$ cat src/rtl/sram_arb_pkg.sv
// Shared types and defaults for the two-requester asynchronous SRAM arbiter.
//   state_t    : access sequencer states
//   ADDR_W_DEF : default SRAM word-address width
//   DATA_W_DEF : default SRAM data width
//   OP_READ / OP_WRITE : latched operation type
package sram_arb_pkg;

    localparam int unsigned ADDR_W_DEF = 20;
    localparam int unsigned DATA_W_DEF = 16;

    localparam logic OP_READ  = 1'b0;
    localparam logic OP_WRITE = 1'b1;

    typedef enum logic [1:0] {
        IDLE   = 2'd0,
        ACCESS = 2'd1,
        DONE   = 2'd2
    } state_t;

endpackage

$ cat src/rtl/sram_arbiter_rr.sv
// Two-way round-robin grant selection (combinational).
//   req         in  2  pending requests
//   last_grant  in  1  requester served most recently
//   grant_valid out 1  at least one request pending
//   grant_id    out 1  selected requester
module rr_arbiter2 (
    input  logic [1:0] req,
    input  logic       last_grant,
    output logic       grant_valid,
    output logic       grant_id
);

    // On a tie the requester that was not served last wins; otherwise the
    // only active requester wins.
    always_comb begin
        grant_valid = |req;
        if (req == 2'b11) begin
            grant_id = ~last_grant;
        end else begin
            grant_id = req[1];
        end
    end

endmodule

$ cat src/rtl/sram_arbiter.sv
// Shares one asynchronous SRAM between two requesters and sequences the
// multi-cycle read/write timing. All outputs are registered.
//   Clk, Reset      clock, asynchronous active-high reset
//   req/we/be/addr/wdata  per-requester request bundles (index 0 in the low slice)
//   ack             one-cycle completion pulse per requester
//   rdata           read data, valid from the ack cycle until the next read completes
//   SRAM_ADDR, Data_to_SRAM, Data_from_SRAM, Data_OE   SRAM address/data pads
//   Mem_CE, Mem_UB, Mem_LB, Mem_OE, Mem_WE             active-low SRAM controls
module sram_arbiter
    import sram_arb_pkg::*;
#(
    parameter int unsigned ADDR_W      = ADDR_W_DEF,
    parameter int unsigned DATA_W      = DATA_W_DEF,
    parameter int unsigned WAIT_CYCLES = 2
) (
    input  logic                  Clk,
    input  logic                  Reset,
    input  logic [1:0]            req,
    input  logic [1:0]            we,
    input  logic [3:0]            be,
    input  logic [2*ADDR_W-1:0]   addr,
    input  logic [2*DATA_W-1:0]   wdata,
    output logic [1:0]            ack,
    output logic [DATA_W-1:0]     rdata,
    output logic [ADDR_W-1:0]     SRAM_ADDR,
    output logic [DATA_W-1:0]     Data_to_SRAM,
    input  logic [DATA_W-1:0]     Data_from_SRAM,
    output logic                  Data_OE,
    output logic                  Mem_CE,
    output logic                  Mem_UB,
    output logic                  Mem_LB,
    output logic                  Mem_OE,
    output logic                  Mem_WE
);

    localparam int unsigned CNT_W = (WAIT_CYCLES > 1) ? $clog2(WAIT_CYCLES) : 1;
    localparam logic [CNT_W-1:0] CNT_LAST = CNT_W'(WAIT_CYCLES - 1);

    state_t            state_q, state_d;
    logic [CNT_W-1:0]  cnt_q, cnt_d;
    logic              grant_q, grant_d;
    logic              last_grant_q, last_grant_d;
    logic              op_q, op_d;
    logic [1:0]        ack_q, ack_d;
    logic [DATA_W-1:0] rdata_q, rdata_d;
    logic [ADDR_W-1:0] addr_q, addr_d;
    logic [DATA_W-1:0] wdata_q, wdata_d;
    logic              data_oe_q, data_oe_d;
    logic              ce_q, ce_d;
    logic              ub_q, ub_d;
    logic              lb_q, lb_d;
    logic              oe_q, oe_d;
    logic              we_q, we_d;

    logic              grant_valid;
    logic              grant_id;
    logic [1:0]        be_sel;

    rr_arbiter2 u_rr (
        .req         (req),
        .last_grant  (last_grant_q),
        .grant_valid (grant_valid),
        .grant_id    (grant_id)
    );

    assign be_sel = grant_id ? be[3:2] : be[1:0];

    // State and output registers; reset drops any access in flight.
    always_ff @(posedge Clk or posedge Reset) begin
        if (Reset) begin
            state_q      <= IDLE;
            cnt_q        <= '0;
            grant_q      <= 1'b0;
            last_grant_q <= 1'b1;
            op_q         <= OP_READ;
            ack_q        <= 2'b00;
            rdata_q      <= '0;
            addr_q       <= '0;
            wdata_q      <= '0;
            data_oe_q    <= 1'b0;
            ce_q         <= 1'b1;
            ub_q         <= 1'b1;
            lb_q         <= 1'b1;
            oe_q         <= 1'b1;
            we_q         <= 1'b1;
        end else begin
            state_q      <= state_d;
            cnt_q        <= cnt_d;
            grant_q      <= grant_d;
            last_grant_q <= last_grant_d;
            op_q         <= op_d;
            ack_q        <= ack_d;
            rdata_q      <= rdata_d;
            addr_q       <= addr_d;
            wdata_q      <= wdata_d;
            data_oe_q    <= data_oe_d;
            ce_q         <= ce_d;
            ub_q         <= ub_d;
            lb_q         <= lb_d;
            oe_q         <= oe_d;
            we_q         <= we_d;
        end
    end

    // Next state plus the value each output will carry in that next state.
    always_comb begin
        state_d      = state_q;
        cnt_d        = cnt_q;
        grant_d      = grant_q;
        last_grant_d = last_grant_q;
        op_d         = op_q;
        ack_d        = 2'b00;
        rdata_d      = rdata_q;
        addr_d       = addr_q;
        wdata_d      = wdata_q;
        data_oe_d    = data_oe_q;
        ce_d         = ce_q;
        ub_d         = ub_q;
        lb_d         = lb_q;
        oe_d         = oe_q;
        we_d         = we_q;

        case (state_q)
            IDLE: begin
                ce_d      = 1'b1;
                ub_d      = 1'b1;
                lb_d      = 1'b1;
                oe_d      = 1'b1;
                we_d      = 1'b1;
                data_oe_d = 1'b0;
                if (grant_valid) begin
                    grant_d   = grant_id;
                    op_d      = grant_id ? we[1] : we[0];
                    addr_d    = grant_id ? addr[2*ADDR_W-1:ADDR_W] : addr[ADDR_W-1:0];
                    wdata_d   = grant_id ? wdata[2*DATA_W-1:DATA_W] : wdata[DATA_W-1:0];
                    cnt_d     = '0;
                    state_d   = ACCESS;
                    ce_d      = 1'b0;
                    ub_d      = ~be_sel[1];
                    lb_d      = ~be_sel[0];
                    oe_d      = (op_d == OP_WRITE);
                    we_d      = (op_d == OP_READ);
                    data_oe_d = (op_d == OP_WRITE);
                end
            end

            ACCESS: begin
                cnt_d = cnt_q + CNT_W'(1);
                if (cnt_q == CNT_LAST) begin
                    if (op_q == OP_READ) begin
                        rdata_d = Data_from_SRAM;
                    end
                    // Address, CE, byte strobes and Data_OE stay put through DONE
                    // so write data is held past the WE rising edge.
                    oe_d           = 1'b1;
                    we_d           = 1'b1;
                    ack_d[grant_q] = 1'b1;
                    state_d        = DONE;
                end
            end

            DONE: begin
                last_grant_d = grant_q;
                ce_d         = 1'b1;
                ub_d         = 1'b1;
                lb_d         = 1'b1;
                data_oe_d    = 1'b0;
                state_d      = IDLE;
            end

            default: begin
                state_d = IDLE;
            end
        endcase
    end

    assign ack          = ack_q;
    assign rdata        = rdata_q;
    assign SRAM_ADDR    = addr_q;
    assign Data_to_SRAM = wdata_q;
    assign Data_OE      = data_oe_q;
    assign Mem_CE       = ce_q;
    assign Mem_UB       = ub_q;
    assign Mem_LB       = lb_q;
    assign Mem_OE       = oe_q;
    assign Mem_WE       = we_q;

endmodule
$ cat config.mk
export PLATFORM = sky130hd
export DESIGN_NAME = sram_arbiter
export DESIGN_NICKNAME = d
export VERILOG_FILES = /design/src/rtl/sram_arb_pkg.sv /design/src/rtl/sram_arbiter_rr.sv /design/src/rtl/sram_arbiter.sv
export SDC_FILE = /design/constraint.sdc
export NUM_CORES = 1
export LEC_CHECK = 0
export BUFFER_PORTS_ARGS = -buffer_cell sky130_fd_sc_hd__buf_4
export CORE_ASPECT_RATIO = 1.4
export CORE_UTILIZATION = 45
export CTS_BUF_LIST = sky130_fd_sc_hd__clkbuf_8
export DETAILED_ROUTE_END_ITERATION = 7
export GPL_ROUTABILITY_DRIVEN = 0
export PLACE_DENSITY = 0.89
export SLEW_MARGIN = 30
export SYNTH_ARGS = -nofsm -noshare
export SYNTH_HDL_FRONTEND = slang
export SYNTH_SLANG_ARGS = --single-unit
$ cat constraint.sdc
create_clock -name Clk -period 2.6 [get_ports Clk]
set_clock_uncertainty 0.1 [all_clocks]
set_input_delay 0.39 -clock Clk [delete_from_list [all_inputs] [get_ports Clk]]
set_output_delay 0.39 -clock Clk [all_outputs]
set_load 0.02 [all_outputs]
=== Word level (Yosys, flattened, before mapping) ===
Index checks and enable logic that the tools add are counted.

* Output and inout bits: 60
* Bits in registers: 66
* Input port bits: 98

* Bitwise logic cells: 5
* Magnitude comparators: 2
* Multiplexer cells: 27
* Reduce and logical (&&, ||, !) cells: 10
* Add/subtract/negate cells: 1
* Equal/unequal tests: 5

{| class="wikitable"
|+ Operator list
! operator !! number
|-
| two-way mux 20 bit || 1
|-
| two-way mux 16 bit || 1
|-
| case mux 1 bit (2 select lines) || 7
|-
| two-way mux 1 bit || 11
|-
| two-way mux 2 bit || 5
|-
| AND reduction 2 bit || 4
|-
| inverter 1 bit || 5
|-
| == test 2 bit (second input constant) || 2
|-
| inequality test 2 bit (second input constant) || 2
|-
| case mux 2 bit (2 select lines) || 1
|-
| nonzero test 2 bit || 2
|-
| AND reduction 3 bit || 1
|-
| == test 2 x 1 -> 1 bit (second input constant) || 1
|-
| zero test 2 bit || 1
|-
| < comparator 1 x 2 -> 1 bit (second input constant) || 1
|-
| OR reduction 2 bit || 1
|-
| adder 1 bit (second input constant) || 1
|-
| demux 1 bit (select 1 bit) || 1
|-
| >= comparator 1 bit (second input constant) || 1
|-
| logical AND 1 bit || 1
|}

=== Depth between registers and ports, before layout ===
Gate-level depths: netlist (run 1).

* Depth in word-level cells: 6
* Depth in mapped cells: 6
* Depth with buffers taken out: 3

=== By module ===
A second synthesis (run 1) with hierarchy kept.

* Cells, all modules: 243
* Area total of the unflattened synthesis: 2895.3 um^2

{| class="wikitable"
|+ Modules (own cells, without submodules)
! module !! instances !! area each (um^2) !! cells an instance
|-
| sram_arbiter || 1 || 2881.5 || 241
|-
| rr_arbiter2 || 1 || 13.8 || 2
|}

=== Worst setup path after synthesis (run 1) ===
OpenSTA, ideal clock, no wires.

* Path kind: register to register
* From: register last_grant_q
* To: register wdata_q[0] (netlist: Data_to_SRAM[0])
* Cell stages (with the launch flop): 5
* Data required time: 2.375 ns
* Data arrival time: 1.362 ns
* Library setup time: 0.125 ns
* Setup slack: 1.012 ns
* Cell sequence: dfstp_2 > a21bo_4 > buf_6 > mux2_4 > mux2_4

* Longest elaborated chain between the ends: 3

{| class="wikitable"
|+ RTL lines
! what !! RTL line !! text
|-
| start, declared || sram_arbiter.sv:42 || <nowiki>logic last_grant_q, last_grant_d;</nowiki>
|-
| start signal, assigned || sram_arbiter.sv:90 || <nowiki>last_grant_q <= last_grant_d;</nowiki>
|-
| inverter 1 bit || sram_arbiter_rr.sv:18 || <nowiki>grant_id = ~last_grant;</nowiki>
|-
| two-way mux 1 bit || sram_arbiter_rr.sv:17 || <nowiki>if (req == 2'b11) begin</nowiki>
|-
| two-way mux 16 bit || sram_arbiter.sv:135 || <nowiki>wdata_d = grant_id ? wdata[2*DATA_W-1:DATA_W] : wdata[DATA_W-1:0];</nowiki>
|-
| end signal, assigned || sram_arbiter.sv:95 || <nowiki>wdata_q <= wdata_d;</nowiki>
|-
| end, declared || sram_arbiter.sv:47 || <nowiki>logic [DATA_W-1:0] wdata_q, wdata_d;</nowiki>
|}

Every way passes these cells.
A chain may end at the register's enable or synchronous reset.

=== Worst setup path in the final report (run 1) ===
* From: register last_grant_q
* To: register wdata_q[5] (netlist: Data_to_SRAM[5])

The elaborated chain is that of the path after synthesis.

==> impl_summary.md, run 1 <==
Power and ir drop
The power share of the clock group is 0.146. Of the total power, the share spent switching nets is 0.3517. The worst vdd rail ir drop is 0.6572 mV.

The power share of the sequential group is 0.337. The share of total power dissipated in combinational logic is 0.517. Cell internal power was estimated by the tool at 3.657 mW.

The total power divided by cell area is 1194 mW/mm². Summed over all cells, the static leakage comes to 2.432 nW. The analysis attributes to net switching a power of 1.984 mW.

Global routing
The global-route total usage across every layer is 0.1755. Global routing finished with a remaining overflow of 0. The number of global-route vias before repair is 2220. The initial antenna violation count was 0.

Entering global routing, the biggest net connects 45 pins. The first global-routing pass estimated 10070 µm of wire.

Placed design
Port buffering added 157 buffers. The post-DP HPWL is 4980 µm.

Min path
The class of the tightest hold or removal check is in -> async.

CTS
The CTS tree is done. In this run, CTS created clock tree buffers numbering 9. The count of cells resized by post-cts repair is 0. The number of hold buffers added after CTS was 0.

The insertion delay to the later sink of the worst-skew pair is 0.32 ns. In this run the post-CTS setup repair buffer count came out at 0. In this run the clock root is driven by a clkbuf_8. The number of clock sinks is 66.

Counting along the longest clock path gives a buffer depth of 2. After clock tree synthesis, the clock-pin slew on the worst setup and hold paths is 0.07 ns. The number of levels in the clock H-tree is 3.

Final layout
The area growth from synthesis to layout is 44.44%. Leaving out fill and tap cells, the most frequent cell in the layout is buf_4. In the final design database the tool counted 460 nets. The library cells used most frequently in the layout, excluding fill and tap cells, are buf_4 (158), mux2_4 (72), dfrtp_1 (60), mux2_2 (18), clkbuf_8 (10). The ratio of cells with drive above 1 in the final layout is 0.7548. Summing all multi-input logic gate instances after layout gives 0.001479 mm². The total inserted antenna cells is 0. Counting the fill cells in the layout gives 532. Summing all flip-flop and latch instances after layout gives 0.001659 mm².

Timing
The post-route setup TNS is 0 ns. The achievable clock frequency is 560.8 MHz. Setup repair after global routing left no endpoint under its margin. The max-slew violation count was 0. Setup violations remaining at the end of the flow were counted as 0. The final hold violation count is 0. The tightest slew margin relative to the limit is 0.6152. The minimum clock period is 1.783 ns. At the pin with the least slew margin, the transition time is 0.5764 ns. Hold timing on the final database bottoms out at a slack of 0.02926 ns. The portion of the clock cycle consumed by the worst path in the final layout is 0.6858.

Floorplanning
The initial standard-cell utilization of the core is 0.4686. From left edge to right edge, the die measures 74.07 µm. The floorplan has 36 rows. In this run the vertical extent of the chip is 102.9 µm. After floorplanning, the core was sized to cover 0.006982 mm².

The total die area is 0.007621 mm². The number of top-level pins is 158.

Routing
The wire length on met3 is 455 µm. The mean number of vias per cell is 4.751. Routed signal wires occupy layers up through met4. The total number of vias is 2195. For this block, wires on met1 add up to 2494 µm. The number of antenna-violating nets in the routed design is 0.

After the first detailed-routing iteration, the DRC count stood at 68. The remaining routing DRC violations is 0. The final routed wire length divided by cell count is 14.27 µm. The total wire length is 6595 µm.

The number of detailed-route iterations in the first pass is 4. The detailed route wirelength on metal2 is 3572 µm.

Synth
The synthesized area divided by synthesized cell count is 16.28 µm². The synthesized area is 0.003272 mm². In this run, synthesis produced a sequential element count of 66. The proportion of synthesized chip area in sequential cells is 0.5071. Of the post-synthesis cell area, the dominant cell type holds 0.4589. The cell taking the most area after synthesis is dfrtp_1.

Sorting the synthesized cells by area gives the leading types as dfrtp_1 (46%), mux2_4 (33%), mux2_2 (6.2%), dfstp_2 (4.8%), buf_6 (2.4%). After technology mapping, the gate count stands at 201. The number of nets produced by synthesis is 299. For this run, the number of Yosys warnings is 0. The count of cell types in the netlist is 22.

Worst setup path
The startpoint kind of the worst setup timing path is a flop. The critical path in this run is classified as reg -> reg. The worst path arrival time is 1.89 ns.

The required time of the critical path is 2.71 ns. STA classifies the critical path endpoint as a flop. The largest fanout of any net on the critical path is 40.

Run
The total of max-cap violations is 0.

Outcome
The flow ran to the end, and the final reports show no timing, DRC or antenna violations.
[logic make-up (layout without fill, tap and decap cells)]
kind of cell | after synthesis | in the layout | share of synthesized area
AND/OR/NAND/NOR | 10 | 10 | 0.01950
XOR/XNOR | 1 | 1 | 0.002677
AO/OA/AOI/OAI | 13 | 13 | 0.02792
multiplexers | 93 | 93 | 0.4015
flip-flops | 66 | 66 | 0.5071
buffers and inverters | 18 | 184 | 0.04130
[per-layer routing]
metal	vias to the layer above	global-route usage
li1	1032	-
met1	1047	0.2024
met2	109	0.3014
met3	7	0.05474
met4	0	0.06657
met5	-	0
[power by group through the flow]
stage	logic (mW)	clock network [mW]	registers, mW
detailed placement	2.96	0	1.91
finish	2.92	0.824	1.90
global placement	2.88	0	1.89
floorplan	1.40	0	2.42
CTS	2.95	0.852	1.91
global route	3.09	0.903	1.96
[cell usage after synthesis]
library cell and n:
nor2_1 4, o22a_1 1, a21o_1 1, a2bb2oi_1 1, o31ai_1 1, o21ai_0 3
a21bo_4 1, inv_1 7, mux2_2 18, nor2_2 1, buf_4 4, nand2_1 1
dfstp_2 6, a21oi_1 4, dfrtp_1 60, mux2_4 72, mux2i_1 3, nand3b_4 1
xnor2_1 1, o21a_1 1, buf_6 7, nor2b_1 3
[worst max-delay path, stage by stage, from the launching register on]
cell and delay [ns]:
dfstp_2 0.55, a21bo_4 0.13, buf_12 0.28, mux2_4 0.34, mux2_4 0.26
[cell type report]
type	count	area share
clock buffer	10	0.02912
clock inverter	6	0.01244
inverter	7	0.005560
multi-input combinational	117	0.3129
sequential	66	0.3511
tap	95	0.02515
timing repair buffer	161	0.2637
[per-stage QoR]
| step | power (mW) | setup WS (ns) | cells | utilization | area (µm²) |
|---|---|---|---|---|---|
| floorplan | 3.824 | 0.4651 | 201 | - | 3272 |
| detailed placement | 4.865 | 0.7861 | 446 | 0.6487 | 4529 |
| global placement | 4.766 | 0.8181 | 446 | 0.6487 | 4529 |
| global route | 5.955 | 0.7704 | 462 | 0.6769 | 4726 |
| finish | 5.641 | 0.8168 | 462 | 0.6769 | 4726 |
| CTS | 5.713 | 0.8054 | 462 | 0.6769 | 4726 |
[registers in the layout, indices dropped and copies added, names as in the netlist, 2 cells and up]
register	cells
SRAM_ADDR	20
ack	2
Data_to_SRAM	16
state_q	2
rdata	16
[final timing paths]
check,start,end,slack (ns),cells after the start
max,last_grant_q,Data_to_SRAM[5],0.82,4
min,Reset,Data_to_SRAM[4],0.03,2
max reg2reg,last_grant_q,Data_to_SRAM[5],0.82,4
min reg2reg,grant_q,ack[0],0.33,1
max in group asynchronous,Reset,Mem_LB,1.70,3
min in group Clk,Data_from_SRAM[5],rdata[5],0.20,2
Note: power is estimated with default switching activity, not from simulation.
==> run 2, diff against run 1 <==
clock period = 1.7 ns   (was 2.6 ns; I/O delays follow)
==> run 2 against run 1 <==
Design area increased by 1.1%. Cell count is 0.87% higher. Critical path depth unchanged. Sequential cell count unchanged. Largest cell class unchanged. Non-clock buffer count rose by 4. Highest routed layer unchanged. Worst hold slack gained 0.027 ns. Routed wire length up 2.6%.
==> impl_summary.md, run 2 (synthesized netlist as in run 1, its figures left out) <==
Outcome
The flow ran to the end, and the final reports show no timing, DRC or antenna violations.

Routing
The number of detailed-route iterations in the first pass is 4 (unchanged). The detailed route wirelength on metal2 is 3691 µm (+3.3%). The total number of vias is 2214 (+0.87%). The final routed wire length divided by cell count is 14.52 µm (+1.7%). The total wire length is 6765 µm (+2.6%).

The remaining routing DRC violations is 0 (unchanged). The mean number of vias per cell was 4.751 (about the same). The wire length on met3 came to 525 µm (+15%). The sum of routed wire segments on met1 came to 2498 µm (+0.16%). The number of antenna-violating nets in the routed design is 0 (unchanged).

The detailed router's first-iteration violation count is 50 (-26%). The topmost layer with routed signal wires is met4.

Floorplanning
The standard-cell row count is 36 (unchanged). The initial standard-cell utilization of the core is 0.4686 (unchanged). The die width was 74.07 µm (unchanged). The total die area is 0.007621 mm² (unchanged). The placeable core region is 0.006982 mm² (unchanged).

The number of top-level pins is 158 (unchanged). The vertical die dimension came to 102.9 µm (unchanged).

Placed design
The post-DP HPWL is 5067 µm (+1.7%). The number of buffers inserted by port buffering is 157 (unchanged).

CTS
The buffer depth of the longest clock path is 2 (unchanged). The clock transition at the register clock pins on the worst setup and hold paths after CTS is 0.07 ns (about the same). The number of levels in the clock H-tree was 3 (unchanged). The cell at the root of the clock tree is clkbuf_8.

The insertion delay to the later sink of the worst-skew pair is 0.33 ns (about the same). The clock buffer count from CTS is 9 (unchanged). The CTS tree is done.

The number of clock sinks is 66 (unchanged).

Worst setup path
The cell seen most often among critical-path stages is mux2_4. The startpoint kind of the worst setup timing path is a flop. The register-to-register setup slack is 0.03 ns (-0.79 ns). The critical path goes through a21bo_4 > buf_12 > mux2_4 > mux2_4. The worst stage delay on the critical path is 0.54 ns (about the same). The type of destination of the critical path is a flop. The largest fanout of any net on the critical path was 20 (-50%).

The start-to-end type of the worst setup path is reg -> reg. The slowest stage cell on the critical path is dfstp_2. The worst path arrival time is 1.78 ns (-0.11 ns).

The required time of the critical path is 1.81 ns (-0.90 ns).

Final layout
The area of all sequential standard cells was 0.001659 mm² (unchanged). The flip-flop count of the largest register, all copies and words added came to 20 (unchanged). The area of the multi-input gates was 0.001483 mm² (+0.25%). In the layout the commonest cells are buf_4 (158), mux2_4 (72), dfrtp_1 (60), mux2_2 (18), clkbuf_8 (10). The total inserted antenna cells is 0 (unchanged).

The library cell used most frequently in the layout, excluding fill and tap cells, is buf_4. The ratio of cells with drive above 1 in the final layout came to 0.7574 (+0.002644). The layout net count is 464 (+0.87%). The area growth from synthesis to layout is 46.04%. The final-layout fill cell count is 498 (-6.4%).

Global routing
The final global-route overflow total is 0 (unchanged). The initial antenna violation count was 0 (unchanged). The wire length of the first global-routing pass is 10310 µm (+2.3%). The number of global-route vias before repair is 2295 (+3.4%). The global-route total usage across every layer came to 0.1813 (+0.005768). The largest net degree at the start of global routing was 67 (+49%).

Timing
The tightest slew margin relative to the limit is 0.7769 (+0.1617). The post-route setup TNS came to 0 ns (unchanged). Setup repair after global routing could not meet its margin everywhere.

The max-slew violation count is 0 (unchanged). The achievable clock frequency came to 598.0 MHz (+6.6%). The transition time of the tightest slew-check pin came to 0.3347 ns (-0.2417 ns). The total setup violations reported at the end of the flow is 0 (unchanged). The final hold violation count is 0 (unchanged). The portion of the clock cycle consumed by the worst path in the final layout is 0.9837 (+0.2979).

The minimum clock period was 1.672 ns (-0.1109 ns).

Power and ir drop
The total power divided by cell area is 1799 mW/mm² (+51%). The power share of the clock group was 0.132 (-0.014). The power share of the sequential group is 0.335 (-0.002). The overall power consumption came to 8.596 mW (+52%). The leakage power is 2.446 nW (+0.57%). The total net switching power was 3.065 mW (+54%). The logic gate share of total power is 0.534 (+0.017).

The worst vdd rail ir drop was 1.090 mV (+66%). The internal power contribution came to 5.531 mW (+51%). The switching share of total power is 0.3566 (+0.004828).

Run
The total of max-cap violations is 0 (unchanged).

Min path
The class of the tightest hold or removal check is in -> reg.
## run 2: area by class of cell
cell class / count / share of cell area
sequential: 66 / 0.3472
multi-input combinational: 117 / 0.3103
timing repair buffer: 165 / 0.2755
clock buffer: 10 / 0.02880
tap: 95 / 0.02488
clock inverter: 6 / 0.007070
inverter: 7 / 0.006284
## run 2: path summary, 6_finish.rpt
kind                                   endpoint  cells past startpoint                from
worst max-delay path              SRAM_ADDR[19]                      4        last_grant_q
worst min-delay path                  rdata[11]                      2  Data_from_SRAM[11]
worst max register to register    SRAM_ADDR[19]                      4        last_grant_q
worst min register to register           ack[0]                      1             grant_q
max in group asynchronous          last_grant_q                      4               Reset
min in group asynchronous       Data_to_SRAM[5]                      4               Reset
## run 2: what timing repair did
item / 4_1_cts / 5_1_grt
buffers inserted: 0 / 0
hold buffers: 1 / 0
gates resized for setup: 0 / 1
setup endpoints to repair: 0 / 6
hold endpoints to repair: 60 / 0
## run 2: power groups by stage
stage	clock network, mW	logic, mW	registers [mW]
floorplan	0	2.14	3.71
global placement	0	4.52	2.88
detailed placement	0	4.65	2.88
CTS	1.18	4.64	2.89
global route	1.24	4.86	2.98
finish	1.13	4.59	2.88
## run 2: routing by layer
metal,track usage,vias to the layer above
met3,0.06354,4
li1,-,1037
met2,0.3168,103
met5,0,-
met4,0.06805,0
met1,0.1999,1070
## run 2: stage by stage
| stage | setup slack, ns | cells | instance area (µm²) | hold slack [ns] | util |
|---|---|---|---|---|---|
| after floorplan | 0.1125 | 201 | 3276 | 0.2968 | - |
| after global placement | 0.05340 | 449 | 4593 | 0.2713 | 0.6579 |
| after detailed placement | 0.02351 | 449 | 4593 | 0.2878 | 0.6579 |
| after CTS | 0.01673 | 466 | 4775 | 0.04033 | 0.6839 |
| after global routing | -0.008132 | 466 | 4778 | 0.03993 | 0.6844 |
| final | 0.02769 | 466 | 4778 | 0.05585 | 0.6844 |
## run 2: worst max-delay path: cells and delay by family (launching register included)
family          cells  cell delay, ns
compound gates      1            0.15
flops               1            0.54
buf+inv             1            0.19
mux                 2            0.57
==> run 3, diff against run 2 <==
PLACE_DENSITY = 0.77   (was 0.89)
==> run 3 against run 2 <==
Die area stayed put. Non-clock buffer count rose by 2. Critical path depth unchanged. Setup slack worse by 0.020 ns. Global-route usage barely moved. Critical path type unchanged. Register-to-register slack lost 0.02 ns. Highest routed layer unchanged. Sequential power is essentially flat. First-iteration DRC count grew 66%. Via count down 0.36%. Design area grew 0.79%. Sequential share of layout area is 0.27 points lower.
==> impl_summary.md, run 3 (synthesized netlist as in run 1, its figures left out) <==
Worst setup path
The required time of the critical path is 1.81 ns (about the same). Among the stages of the critical path, the cell type that occurs most often is mux2_4. The slowest stage cell on the critical path is dfstp_2.

Traced cell by cell, the critical path runs through a21bo_4 > buf_6 > mux2_4 > mux2_4. The worst path arrival time was 1.80 ns (+0.02 ns). STA classifies the critical path startpoint as a flop.

The type of destination of the critical path is a flop. The worst stage delay on the critical path is 0.54 ns (about the same). The critical path is of the reg -> reg type. The largest fanout of any net on the critical path is 8 (-60%).

The register-to-register setup slack was 0.008 ns (-0.02 ns). The depth of the worst register-to-register path came to 4 (unchanged).

Final layout
The final-layout fill cell count is 514 (+3.2%). The layout net count was 466 (+0.43%). The most common cell after layout, fill and taps aside is buf_4. The library cells used most frequently in the layout, excluding fill and tap cells, are buf_4 (159), mux2_4 (72), dfrtp_1 (60), mux2_2 (18), clkbuf_8 (11). The total inserted antenna cells was 0 (unchanged). The area of the multi-input gates is 0.001479 mm² (-0.25%).

The flip-flop count of the largest register, all copies and words added was 20 (unchanged). The ratio of cells with drive above 1 in the final layout is 0.7507 (-0.006742). The area growth from synthesis to layout is 47.19%. The core utilization of the finished layout came to 0.6898 (+0.005376). The area of all sequential standard cells came to 0.001659 mm² (unchanged). The count of placed standard cells in the final layout, fillers left out is 468 (+0.43%).

Timing
The total setup violations reported at the end of the flow is 0 (unchanged). The transition time of the tightest slew-check pin is 0.3441 ns (+0.009429 ns). The max-slew violation count came to 0 (unchanged).

The minimum clock period was 1.692 ns (+0.01964 ns). The achievable clock frequency is 591.0 MHz (-1.2%). The final hold violation count is 0 (unchanged).

The portion of the clock cycle consumed by the worst path in the final layout is 0.9953 (+0.01155). The tightest slew margin relative to the limit is 0.7706 (-0.006286). The final hold slack was 0.05553 ns (-0.0003221 ns). The post-route setup TNS is 0 ns (unchanged). Setup repair after global routing could not meet its margin everywhere.

Global routing
The wire length of the first global-routing pass is 10090 µm (-2.1%). The global-route total usage across every layer is 0.1816 (+0.0002808). The final global-route overflow total is 0 (unchanged). The number of global-route vias before repair is 2204 (-4.0%).

The largest net degree at the start of global routing came to 67 (unchanged). The initial antenna violation count is 0 (unchanged).

Routing
The detailed router's first-iteration violation count is 83 (+66%). The final routed wire length divided by cell count is 14.94 µm (+2.9%). The total number of vias is 2206 (-0.36%). The number of antenna-violating nets in the routed design is 0 (unchanged). The total wire length came to 6992 µm (+3.4%). The number of detailed-route iterations in the first pass is 4 (unchanged). The remaining routing DRC violations was 0 (unchanged). The mean number of vias per cell was 4.714 (-0.79%).

Floorplanning
The placeable core region is 0.006982 mm² (unchanged). The die width is 74.07 µm (unchanged). The standard-cell row count is 36 (unchanged). The vertical die dimension is 102.9 µm (unchanged). The total die area is 0.007621 mm² (unchanged). The number of top-level pins is 158 (unchanged). The initial standard-cell utilization of the core is 0.4686 (unchanged).

CTS
The insertion delay to the later sink of the worst-skew pair is 0.33 ns (about the same). The clock buffer count from CTS was 9 (unchanged). TritonCTS built the clock tree.

The number of clock sinks is 66 (unchanged). The buffer depth of the longest clock path came to 2 (unchanged). The tree is rooted in a clkbuf_8. The clock transition at the register clock pins on the worst setup and hold paths after CTS is 0.07 ns (about the same). The number of levels in the clock H-tree is 3 (unchanged).

Placed design
The instance count after placement with tap cells included was 450 (+0.22%). The post-DP HPWL is 5139 µm (+1.4%). The number of buffers inserted by port buffering is 157 (unchanged).

Min path
The instance count along the most critical hold path is 2 (unchanged). The class of the tightest hold or removal check is in -> reg.

Outcome
The flow ran to the end, and the final reports show no timing, DRC or antenna violations.

Power and ir drop
The total power divided by cell area is 1820 mW/mm² (+1.2%). The leakage power is 2.483 nW (+1.5%). The worst vdd rail ir drop is 1.049 mV (-3.7%). The overall power consumption is 8.766 mW (+2.0%).

Run
The total of max-cap violations is 0 (unchanged).
-- run 3: changes by cell type in the layout (fill, tap and decap cells not counted), sizes merged --
cell	before	now
clkbuf	10	12
clkinv	3	1
clkinvlp	3	1
inv	7	9
buf	164	165
bufinv	0	1
-- run 3: cell type report --
cell class | instances | area share
repair buffers | 167 | 0.2764
multi-input cells | 117 | 0.3071
inverters | 7 | 0.006235
clock inverters | 5 | 0.009613
well taps | 95 | 0.02468
clock buffers | 11 | 0.03144
flip-flops and latches | 66 | 0.3445
-- run 3: critical path: cells and delay by family (launching register included) --
family | cells | cell delay [ns]
DFF | 1 | 0.54
buffers and inverters | 1 | 0.18
AOI/OAI and AO/OA | 1 | 0.18
muxes | 2 | 0.57
-- run 3: report_power, final --
group / internal, mW / switching [mW] / total (mW)
Sequential: 2.41 / 0.467 / 2.88
Combinational: 2.55 / 2.05 / 4.60
Clock: 0.740 / 0.550 / 1.29
-- run 3: final timing paths --
path | from | end
worst max-delay path | last_grant_q | Data_to_SRAM[0]
worst min-delay path | Data_from_SRAM[4] | rdata[4]
worst max register to register | last_grant_q | Data_to_SRAM[0]
worst min register to register | grant_q | ack[0]
max in group asynchronous | Reset | Mem_CE
min in group asynchronous | Reset | rdata[3]
-- run 3: stage by stage --
step	worst slack, ns	area [µm²]
2_1_floorplan	0.1125	3276
3_3_place_gp	0.04405	4576
3_5_place_dp	0.01821	4576
4_1_cts	0.003950	4783
5_1_grt	-0.03008	4816
6_report	0.008055	4816
-- run 3: timing repair --
item	4_1_cts	5_1_grt
endpoints found under the hold margin	60	0
setup endpoints to repair	0	36
hold buffers	1	0
gates resized for setup	0	2
setup buffers	0	0
-- run 3: per-layer routing --
layer | track usage | vias to the layer above | part of all wire
li1 | - | 1039 | -
met1 | 0.2090 | 1041 | 0.38
met2 | 0.2937 | 119 | 0.50
met3 | 0.06354 | 7 | 0.11
met4 | 0.09763 | 0 | 0.014
met5 | 0 | - | 0
